**src/rtl/uart_pkg.sv**
```systemverilog
// Shared encodings and helpers for the UART transmit path.
// Baud and parity codes match the receiver so an identically configured pair interoperates.
package uart_pkg;

  typedef enum logic [1:0] {
    BAUD_2400  = 2'b00,
    BAUD_4800  = 2'b01,
    BAUD_9600  = 2'b10,
    BAUD_19200 = 2'b11
  } baud_rate_e;

  typedef enum logic [1:0] {
    PAR_NONE     = 2'b00,
    PAR_ODD      = 2'b01,
    PAR_EVEN     = 2'b10,
    PAR_NONE_ALT = 2'b11
  } parity_e;

  typedef enum logic [2:0] {
    ST_IDLE,
    ST_START,
    ST_DATA,
    ST_PARITY,
    ST_STOP
  } tx_state_e;

  localparam int FRAME_BITS = 11;
  localparam int DATA_BITS  = 8;

  function automatic int baud_div(input int clk_freq, input logic [1:0] code);
    int rate;
    case (baud_rate_e'(code))
      BAUD_2400:  rate = 2400;
      BAUD_4800:  rate = 4800;
      BAUD_9600:  rate = 9600;
      default:    rate = 19200;
    endcase
    return clk_freq / rate;
  endfunction

  // No-parity codes drive the slot as a second stop-like 1.
  function automatic logic tx_parity(input logic [DATA_BITS-1:0] data, input logic [1:0] code);
    logic p;
    case (parity_e'(code))
      PAR_EVEN: p = ^data;
      PAR_ODD:  p = ~^data;
      default:  p = 1'b1;
    endcase
    return p;
  endfunction

endpackage

```
**src/rtl/baud_gen_tx.sv**
```systemverilog
// Bit-period counter: counts 0..DIV-1 for the latched baud code and flags the wrap.
// Held at zero while clear is high so the first bit of a frame gets a full period.
module baud_gen_tx
  import uart_pkg::*;
#(
  parameter int CLK_FREQ = 50_000_000
) (
  input  logic       clk,
  input  logic       rst_n,
  input  logic       clear,
  input  logic [1:0] baud,
  output logic       tick
);

  localparam int DIV_MAX = baud_div(CLK_FREQ, 2'b00);
  localparam int CNT_W   = (DIV_MAX > 2) ? $clog2(DIV_MAX) : 1;

  localparam logic [CNT_W-1:0] TOP_2400  = CNT_W'(baud_div(CLK_FREQ, 2'b00) - 1);
  localparam logic [CNT_W-1:0] TOP_4800  = CNT_W'(baud_div(CLK_FREQ, 2'b01) - 1);
  localparam logic [CNT_W-1:0] TOP_9600  = CNT_W'(baud_div(CLK_FREQ, 2'b10) - 1);
  localparam logic [CNT_W-1:0] TOP_19200 = CNT_W'(baud_div(CLK_FREQ, 2'b11) - 1);

  logic [CNT_W-1:0] cnt_q, cnt_d, top;

  always_comb begin
    case (baud_rate_e'(baud))
      BAUD_2400: top = TOP_2400;
      BAUD_4800: top = TOP_4800;
      BAUD_9600: top = TOP_9600;
      default:   top = TOP_19200;
    endcase
  end

  assign tick = (cnt_q == top);

  always_comb begin
    cnt_d = cnt_q + CNT_W'(1);
    if (clear || tick) cnt_d = '0;
  end

  always_ff @(posedge clk or negedge rst_n) begin
    if (!rst_n) cnt_q <= '0;
    else        cnt_q <= cnt_d;
  end

endmodule

```
**src/rtl/uart_tx_frame.sv**
```systemverilog
// UART transmitter: start, 8 data bits LSB first, parity slot, stop; 11*DIV cycles per frame.
// Outputs are registered from the next-state view so data_tx moves on the same edge as the FSM.
module uart_tx_frame
  import uart_pkg::*;
#(
  parameter int CLK_FREQ = 50_000_000
) (
  input  logic       clk,
  input  logic       rst_n,
  input  logic       send,
  input  logic [7:0] data_in,
  input  logic [1:0] parity_type,
  input  logic [1:0] baud_rate,
  output logic       data_tx,
  output logic       active_flag,
  output logic       done_flag
);

  tx_state_e      state_q, state_d;
  logic [7:0]     shift_q, shift_d;
  logic [2:0]     idx_q, idx_d;
  logic           par_q, par_d;
  logic [1:0]     baud_q, baud_d;
  logic           tx_q, tx_d;
  logic           active_q, active_d;
  logic           done_q, done_d;
  logic           tick;

  // Counter idles cleared, which also covers the clear-on-accept.
  baud_gen_tx #(.CLK_FREQ(CLK_FREQ)) u_baud (
    .clk   (clk),
    .rst_n (rst_n),
    .clear (state_q == ST_IDLE),
    .baud  (baud_q),
    .tick  (tick)
  );

  always_ff @(posedge clk or negedge rst_n) begin
    if (!rst_n) begin
      state_q  <= ST_IDLE;
      shift_q  <= '0;
      idx_q    <= '0;
      par_q    <= 1'b0;
      baud_q   <= '0;
      tx_q     <= 1'b1;
      active_q <= 1'b0;
      done_q   <= 1'b0;
    end else begin
      state_q  <= state_d;
      shift_q  <= shift_d;
      idx_q    <= idx_d;
      par_q    <= par_d;
      baud_q   <= baud_d;
      tx_q     <= tx_d;
      active_q <= active_d;
      done_q   <= done_d;
    end
  end

  always_comb begin
    state_d = state_q;
    shift_d = shift_q;
    idx_d   = idx_q;
    par_d   = par_q;
    baud_d  = baud_q;
    case (state_q)
      ST_IDLE: if (send) begin
        state_d = ST_START;
        shift_d = data_in;
        baud_d  = baud_rate;
        par_d   = tx_parity(data_in, parity_type);
        idx_d   = '0;
      end
      ST_START: if (tick) state_d = ST_DATA;
      ST_DATA: if (tick) begin
        if (idx_q == 3'(DATA_BITS - 1)) begin
          state_d = ST_PARITY;
        end else begin
          idx_d   = idx_q + 3'd1;
          shift_d = {1'b0, shift_q[7:1]};
        end
      end
      ST_PARITY: if (tick) state_d = ST_STOP;
      ST_STOP:   if (tick) state_d = ST_IDLE;
      default:   state_d = ST_IDLE;
    endcase
  end

  always_comb begin
    tx_d     = 1'b1;
    active_d = (state_d != ST_IDLE);
    done_d   = (state_q == ST_STOP) && tick;
    case (state_d)
      ST_START:  tx_d = 1'b0;
      ST_DATA:   tx_d = shift_d[0];
      ST_PARITY: tx_d = par_d;
      default:   tx_d = 1'b1;
    endcase
  end

  assign data_tx     = tx_q;
  assign active_flag = active_q;
  assign done_flag   = done_q;

endmodule

```
**config.mk**
```make
export PLATFORM = sky130hd
export DESIGN_NAME = uart_tx_frame
export DESIGN_NICKNAME = d
export VERILOG_FILES = /design/src/rtl/uart_pkg.sv /design/src/rtl/baud_gen_tx.sv /design/src/rtl/uart_tx_frame.sv
export SDC_FILE = /design/constraint.sdc
export NUM_CORES = 1
export LEC_CHECK = 0
export ABC_AREA = 1
export BUFFER_PORTS_ARGS = -buffer_cell sky130_fd_sc_hd__buf_2
export CORE_ASPECT_RATIO = 1.1
export CORE_UTILIZATION = 30
export CTS_CLUSTER_DIAMETER = 120
export DETAILED_ROUTE_END_ITERATION = 6
export SYNTH_ARGS = -nofsm -noshare
export SYNTH_HDL_FRONTEND = slang
export SYNTH_HIERARCHICAL = 1
export SYNTH_SLANG_ARGS = --single-unit
```
**constraint.sdc**
```tcl
create_clock -name clk -period 2.71 [get_ports clk]
set_input_delay 0.4065 -clock clk [delete_from_list [all_inputs] [get_ports clk]]
set_output_delay 0.4065 -clock clk [all_outputs]
set_load 0.01 [all_outputs]
```
==> flow_summary_export.csv, run 1 <==
group,metric,value,unit
clock_network,h-tree-depth,2,
synthesis,synth_cell_types,31,
floorplan,die-area,0.00807,mm2
placed_design,gp_congestion,0.831,
clock_network,clock_latency,290,ps
timing,hold_slack,193,ps
timing,finClkSkew,7.52,ps
synthesis,synthFlopType,"dfrtp_1",
floorplan,die_y,94.1,um
clock_network,ctsHoldBuffers,0,
final_layout,drive_above_1_share,15.8,%
synthesis,synth_mux_area_share,0,%
synthesis,netlist.area_leader.share,36.8,%
synthesis,synth_area_leaders,"dfrtp_1, nand2_1, inv_1, ha_1, nor2_2",
clock_network,clk_pin_slew,80,ps
global_route,grt_pass1_wl,8.83,mm
synthesis,async_reset_ff_share,100,%
floorplan,initial_utilization,31.0,%
timing,max_freq,433,MHz
timing,hold_violations,0,
power_and_ir_drop,power_density,370,mW/mm2
drt,drt_iter0_markers,71,
drt,routed_via_density,4.49,
synthesis,syn_inst,320,
drt,first_pass_iters,4,
timing,final_max_slew_viol_count,0,
flow_run,cap_violations,0,
synthesis,synth_top_family_by_area,"simple AND/OR/NAND/NOR gates",
floorplan,die_w,85.8,um
synthesis,synthesis.nets,344,
worst_setup_path,cp_data_required_time,2950,ps
clock_network,max-clock-path-buffers,2,
synthesis,yosys.area_share.adder,4.86,%
timing,setup-violations-final,0,
global_route,antenna_found_initial,0,
power_and_ir_drop,power.leakage,1.30,nW
worst_setup_path,crit_path_start_kind,"flip-flop",
timing,tns,0,ps
clock_network,post-cts-setup-buffers,0,
timing,rsz0062_at_grt,"false",
worst_setup_path,endpoint_kind,"flip-flop",
worst_setup_path,critPathMaxFanout,9,
timing,period_needed,2310,ps
worst_setup_path,arrival,2540,ps
min_path,hold_class,"input pin to asynchronous set/reset pin",
timing,finalCritPeriodShare,85.2,%
floorplan,ioPinCount,18,
final_layout,nFillCells,816,
final_layout,syn2layout_area_growth,11.8,%
synthesis,yosys-top-cells-count,"nand2_1, inv_1, dfrtp_1",
worst_setup_path,timing_worst_setup_path_type,"flip-flop to flip-flop",
synthesis,synth_compound_area_share,5.68,%
worst_setup_path,rr_startpoint,"baud_q[0]",
drt,vias,2005,
synthesis,synth-xor-area-share,4.54,%
timing,tightest_slew,782,ps
clock_network,cts_buffers,5,
floorplan,row_count,33,
placed_design,port_buffers,17,
drt,wl,4.86,mm
global_route,first_global_vias,1996,
synthesis,synth_area,0.00231,mm2
drt,drcViolationCount,0,
synthesis,synthSimpleGateAreaFrac,36.6,%
clock_network,cts_sinks,35,
drt,wire_per_inst,10.9,um
global_route,grt_usage,13.8,%
floorplan,core,0.00747,mm2
synthesis,ys_ff_latch,35,
synthesis,yosysTopAreaCell,"dfrtp_1",
clock_network,clockRootBuffer,"clkbuf_8",
synthesis,synth_most_common_cell,"nand2_1",
timing,slew_headroom,47.9,%
global_route,grt_max_degree,36,
synthesis,synth_seq_area_share,37.9,%
synthesis,ys_warn_count,6,
placed_design,dp_hpwl,3.74,mm
status,status,"complete, no violations",
final_layout,final_net_count,365,
final_layout,antenna_cells,0,
clock_network,cts_tree,"yes",
global_route,globalRouteOverflowTotal,0,
drt,ant_nets,0,
power_and_ir_drop,peakVddDrop,0.000134,V
worst_setup_path,cp-startpoint,"baud_q[0]",
synthesis,syn_area_per_cell,7.23,um2
synthesis,synth-edff-count,0,
[report_power, final]
| group | total, mW | internal (mW) | switching, mW | leakage [nW] |
|---|---|---|---|---|
| logic | 0.0528 | 0.0177 | 0.0351 | 0.843 |
| clock network | 0.382 | 0.179 | 0.203 | 0.0402 |
| registers | 0.522 | 0.522 | 0 | 0.417 |
| total | 0.957 | 0.718 | 0.239 | 1.30 |
[worst paths after layout]
path / endpoint / slack (ps) / depth (start not counted)
max: data_tx / 400 / 15
min: u_baud/cnt_q[8] / 190 / 1
max reg2reg: data_tx / 400 / 15
min reg2reg: idx_q[1] / 510 / 2
max in group asynchronous: baud_q[0] / 1970 / 1
min in group clk: baud_q[1] / 320 / 3
[cell usage in the layout, fill, tap and decap left out, drive strengths merged]
cell / synthesis / routed
or2: 1 / 1
nor3: 8 / 8
dfstp: 1 / 1
buf: 3 / 18
ha: 9 / 9
o22ai: 2 / 2
o21ai: 6 / 6
clkinv: 0 / 1
xor2: 9 / 9
a31oi: 1 / 1
inv: 53 / 53
nor2: 38 / 38
nand3b: 1 / 1
nand3: 15 / 15
dfrtp: 34 / 34
o21bai: 1 / 1
xnor2: 3 / 3
o221ai: 6 / 6
a21oi: 3 / 3
clkinvlp: 0 / 2
a21boi: 1 / 1
clkbuf: 1 / 5
nand2: 117 / 117
nand4: 7 / 7
[metrics by stage]
| stage | worst slack, ps | power, mW | cells | cell area, um2 | utilization, % |
|---|---|---|---|---|---|
| floorplan | 608 | 0.557 | 320 | 2310 | - |
| global placement | 444 | 0.585 | 439 | 2500 | 33.4 |
| detailed placement | 365 | 0.587 | 439 | 2500 | 33.4 |
| CTS | 334 | 0.971 | 447 | 2590 | 34.6 |
| global route | 119 | 1.01 | 447 | 2590 | 34.6 |
| finish | 401 | 0.957 | 447 | 2590 | 34.6 |
[critical path: stages (launching register included)]
cell,delay [ps]
dfrtp_2,470
inv_2,90
ha_1,260
inv_1,130
nand2_1,60
nand2_1,80
inv_1,50
nand4_1,100
nor2_1,50
buf_4,160
inv_1,110
nand2_1,60
a21oi_1,270
a21boi_1,210
nand3_1,100
nand2_1,70
[sequential cells by signal, indices dropped and copies added (netlist names)]
signal        count
u_baud/cnt_q     15
data_tx           1
active_flag       1
par_q             1
shift_q           8
state_q           3
idx_q             3
baud_q            2
done_flag         1
[cell families (layout without fill, tap and decap cells)]
family	after synthesis	count (layout)
DFF	35	35
xor gates and xnor gates	12	12
AOI/OAI and AO/OA	20	20
buffers and inverters	57	79
adders and majority gates	9	9
and+or+nand+nor	187	187
[per-layer routing]
| metal | GRT usage [%] | up-vias | wire length, um |
|---|---|---|---|
| met5 | 0 | - | 0 |
| met4 | 4.72 | 0 | 80 |
| met3 | 2.99 | 7 | 175 |
| met2 | 24.7 | 38 | 2410 |
| met1 | 16.3 | 931 | 2190 |
| li1 | - | 1029 | - |
[layout make-up]
cell class              count  area (um2)  area share, %
inverters                  53         199           7.69
well taps                 105         131           5.08
clock buffers               5        68.8           2.66
clock inverters             3        20.0          0.774
repair buffers             18        92.6           3.58
multi-input cells         228        1200           46.3
flip-flops and latches     35         878           33.9
[timing repair]
item                                   4_1_cts  5_1_grt
resized for setup                            0        1
endpoints found under the hold margin        0        0
setup endpoints to repair                    0        1
Note: power is estimated with default switching activity, not from simulation.
==> run 2: changes to the inputs <==
Settings changed: CORE_ASPECT_RATIO 1.1 to not set, SYNTH_HIERARCHICAL 1 to not set.
==> flow_summary_export.csv, run 2 <==
group,metric,value,unit
status,status,"complete, no violations",
timing,finalCritPeriodShare,77.9,%
timing,tns,0,ps
timing,hold_violations,0,
drt,vias,1832,
drt,drt_iter0_markers,61,
timing,max_freq,474,MHz
power_and_ir_drop,peakVddDrop,0.000170,V
synthesis,synth_area,0.00223,mm2
clock_network,cts_tree,"yes",
worst_setup_path,crit_path_start_kind,"flip-flop",
drt,ant_nets,0,
timing,rsz0062_at_grt,"false",
final_layout,final_cell_area,0.00255,mm2
global_route,grt_pass1_wl,7.86,mm
timing,setup_slack,600,ps
worst_setup_path,cp_data_required_time,2880,ps
power_and_ir_drop,power.leakage,1.28,nW
timing,tightest_slew,788,ps
drt,drcViolationCount,0,
final_layout,nFillCells,798,
final_layout,final_cell_mix,"nand2_1, inv_1, dfrtp_1, nor2_1, nand3_1",
floorplan,row_count,31,
global_route,antenna_found_initial,0,
worst_setup_path,crit_path_top_delay_cell,"dfrtp_1",
worst_setup_path,critPathMaxFanout,11,
global_route,grt_max_degree,36,
synthesis,ys_warn_count,0,
final_layout,drive_above_1_share,14.5,%
synthesis,ys_ff_latch,35,
floorplan,ioPinCount,18,
final_layout,finalNonFillerCells,417,
worst_setup_path,crit_path_cell_trace,"inv_1 -> ha_1 -> inv_2 -> nand2_1 -> nand2_1 -> nor2_1 -> nand2_1 -> nor2_4 -> nand4_4 -> nand2_2 -> o221ai_1",
clock_network,post-cts-setup-buffers,0,
worst_setup_path,slowest_delay,400,ps
synthesis,synth_area_leaders,"dfrtp_1, nand2_1, inv_1, ha_1, nand3_1",
placed_design,dpl-instance-area,0.00241,mm2
floorplan,die_y,88.2,um
floorplan,die_w,88.2,um
floorplan,die-area,0.00778,mm2
final_layout,antenna_cells,0,
placed_design,dpl_worst_slack,561,ps
clock_network,cts_sinks,35,
final_layout,largestRegisters,"u_baud.cnt_q (15), shift_q (8)",
timing,setup-violations-final,0,
drt,wire_per_inst,10.3,um
synthesis,netlist.area_leader.share,38.2,%
synthesis,synthFlopType,"dfrtp_1",
synthesis,async_reset_ff_share,100,%
clock_network,clk_pin_slew,80,ps
final_layout,largest_reg_flops,15,
clock_network,cts_buffers,5,
floorplan,initial_utilization,30.9,%
final_layout,final_net_count,342,
synthesis,synth_cell_types,31,
synthesis,syn_inst,296,
floorplan,core,0.00721,mm2
global_route,first_global_vias,1765,
clock_network,clock_latency,290,ps
min_path,hold_class,"input pin to asynchronous set/reset pin",
drt,wl,4.31,mm
clock_network,h-tree-depth,2,
worst_setup_path,timing_worst_setup_path_type,"flip-flop to flip-flop",
synthesis,synth_seq_area_share,39.4,%
synthesis,synth-edff-count,0,
final_layout,layout_commonest_cell,"nand2_1",
flow_run,cap_violations,0,
synthesis,yosysTopAreaCell,"dfrtp_1",
global_route,grt_usage,13.0,%
worst_setup_path,endpoint_kind,"flip-flop",
clock_network,max-clock-path-buffers,2,
drt,first_pass_iters,4,
placed_design,gp_congestion,0.906,
worst_setup_path,crit_path_frequent_cell,"nand2_1",
drt,routed_via_density,4.39,
global_route,globalRouteOverflowTotal,0,
synthesis,synth_most_common_cell,"nand2_1",
placed_design,dp_hpwl,3.27,mm
worst_setup_path,arrival,2280,ps
placed_design,dp.cells,409,
final_layout,regMostFlops,"u_baud.cnt_q",
timing,finClkSkew,9.41,ps
placed_design,port_buffers,17,
timing,period_needed,2110,ps
timing,slew_headroom,47.4,%
clock_network,ctsResizeCount,0,
synthesis,yosys-top-cells-count,"nand2_1, inv_1, dfrtp_1",
timing,final_max_slew_viol_count,0,
final_layout,syn2layout_area_growth,14.3,%
clock_network,clockRootBuffer,"clkbuf_8",
synthesis,synthesis.nets,321,
synthesis,syn_area_per_cell,7.53,um2
clock_network,ctsHoldBuffers,0,
power_and_ir_drop,power_density,446,mW/mm2
[run 2: layer usage]
| layer | share of wire [%] | vias to the layer above | track usage [%] |
|---|---|---|---|
| met1 | 50 | 826 | 16.5 |
| met3 | 2.6 | 13 | 2.64 |
| met4 | 2.4 | 0 | 5.72 |
| met2 | 45 | 25 | 21.3 |
| met5 | 0 | - | 0 |
| li1 | - | 968 | - |
[run 2: per-stage QoR]
step           hold WS, ps  power (mW)  util [%]
6_report               191        1.14      35.3
2_1_floorplan          111       0.557         -
4_1_cts                223        1.15      35.3
3_3_place_gp           473       0.583      33.5
5_1_grt                257        1.18      35.3
3_5_place_dp           466       0.586      33.5
[run 2: final timing paths]
| check | endpoint | slack (ps) | depth (start not counted) | startpoint |
|---|---|---|---|---|
| worst max-delay path | shift_q[3] | 600 | 11 | baud_q[0] |
| worst min-delay path | baud_q[0] | 190 | 1 | rst_n |
| worst max register to register | shift_q[3] | 600 | 11 | baud_q[0] |
| worst min register to register | par_q | 480 | 2 | par_q |
| max in group asynchronous | u_baud.cnt_q[12] | 2020 | 1 | rst_n |
| min in group clk | baud_q[0] | 330 | 3 | baud_rate[0] |
[run 2: power breakdown]
part           switching [mW]  leakage, nW  internal (mW)
sequential                  0        0.419          0.522
combinational          0.0327        0.791         0.0188
clock                   0.194       0.0654          0.368
[run 2: cells by family (layout without fill, tap and decap cells)]
logic type	count (synthesis)	in the layout	synth area share, %
compound gates	25	25	7.02
xor+xnor	10	10	3.93
fa+ha+maj	10	10	5.61
buf+inv	57	79	10.1
flops	35	35	39.4
simple gates	159	159	34.0
[run 2: critical path: cells and delay by family, from the launching register on]
| kind | cells | cell delay, ps |
|---|---|---|
| adder cells (fa/ha/maj) | 1 | 310 |
| AO/OA/AOI/OAI | 1 | 130 |
| buffers and inverters | 2 | 220 |
| AND/OR/NAND/NOR | 7 | 920 |
| flip-flops | 1 | 400 |
[run 2: cell type report]
cell class              instances  area [um2]  share of cell area (%)
repair buffers                 17        85.1                    3.34
multi-input cells             204        1130                    44.2
clock inverters                 2        60.1                    2.36
inverters                      54         203                    7.96
well taps                      99         124                    4.86
clock buffers                   6        72.6                    2.85
flip-flops and latches         35         877                    34.4
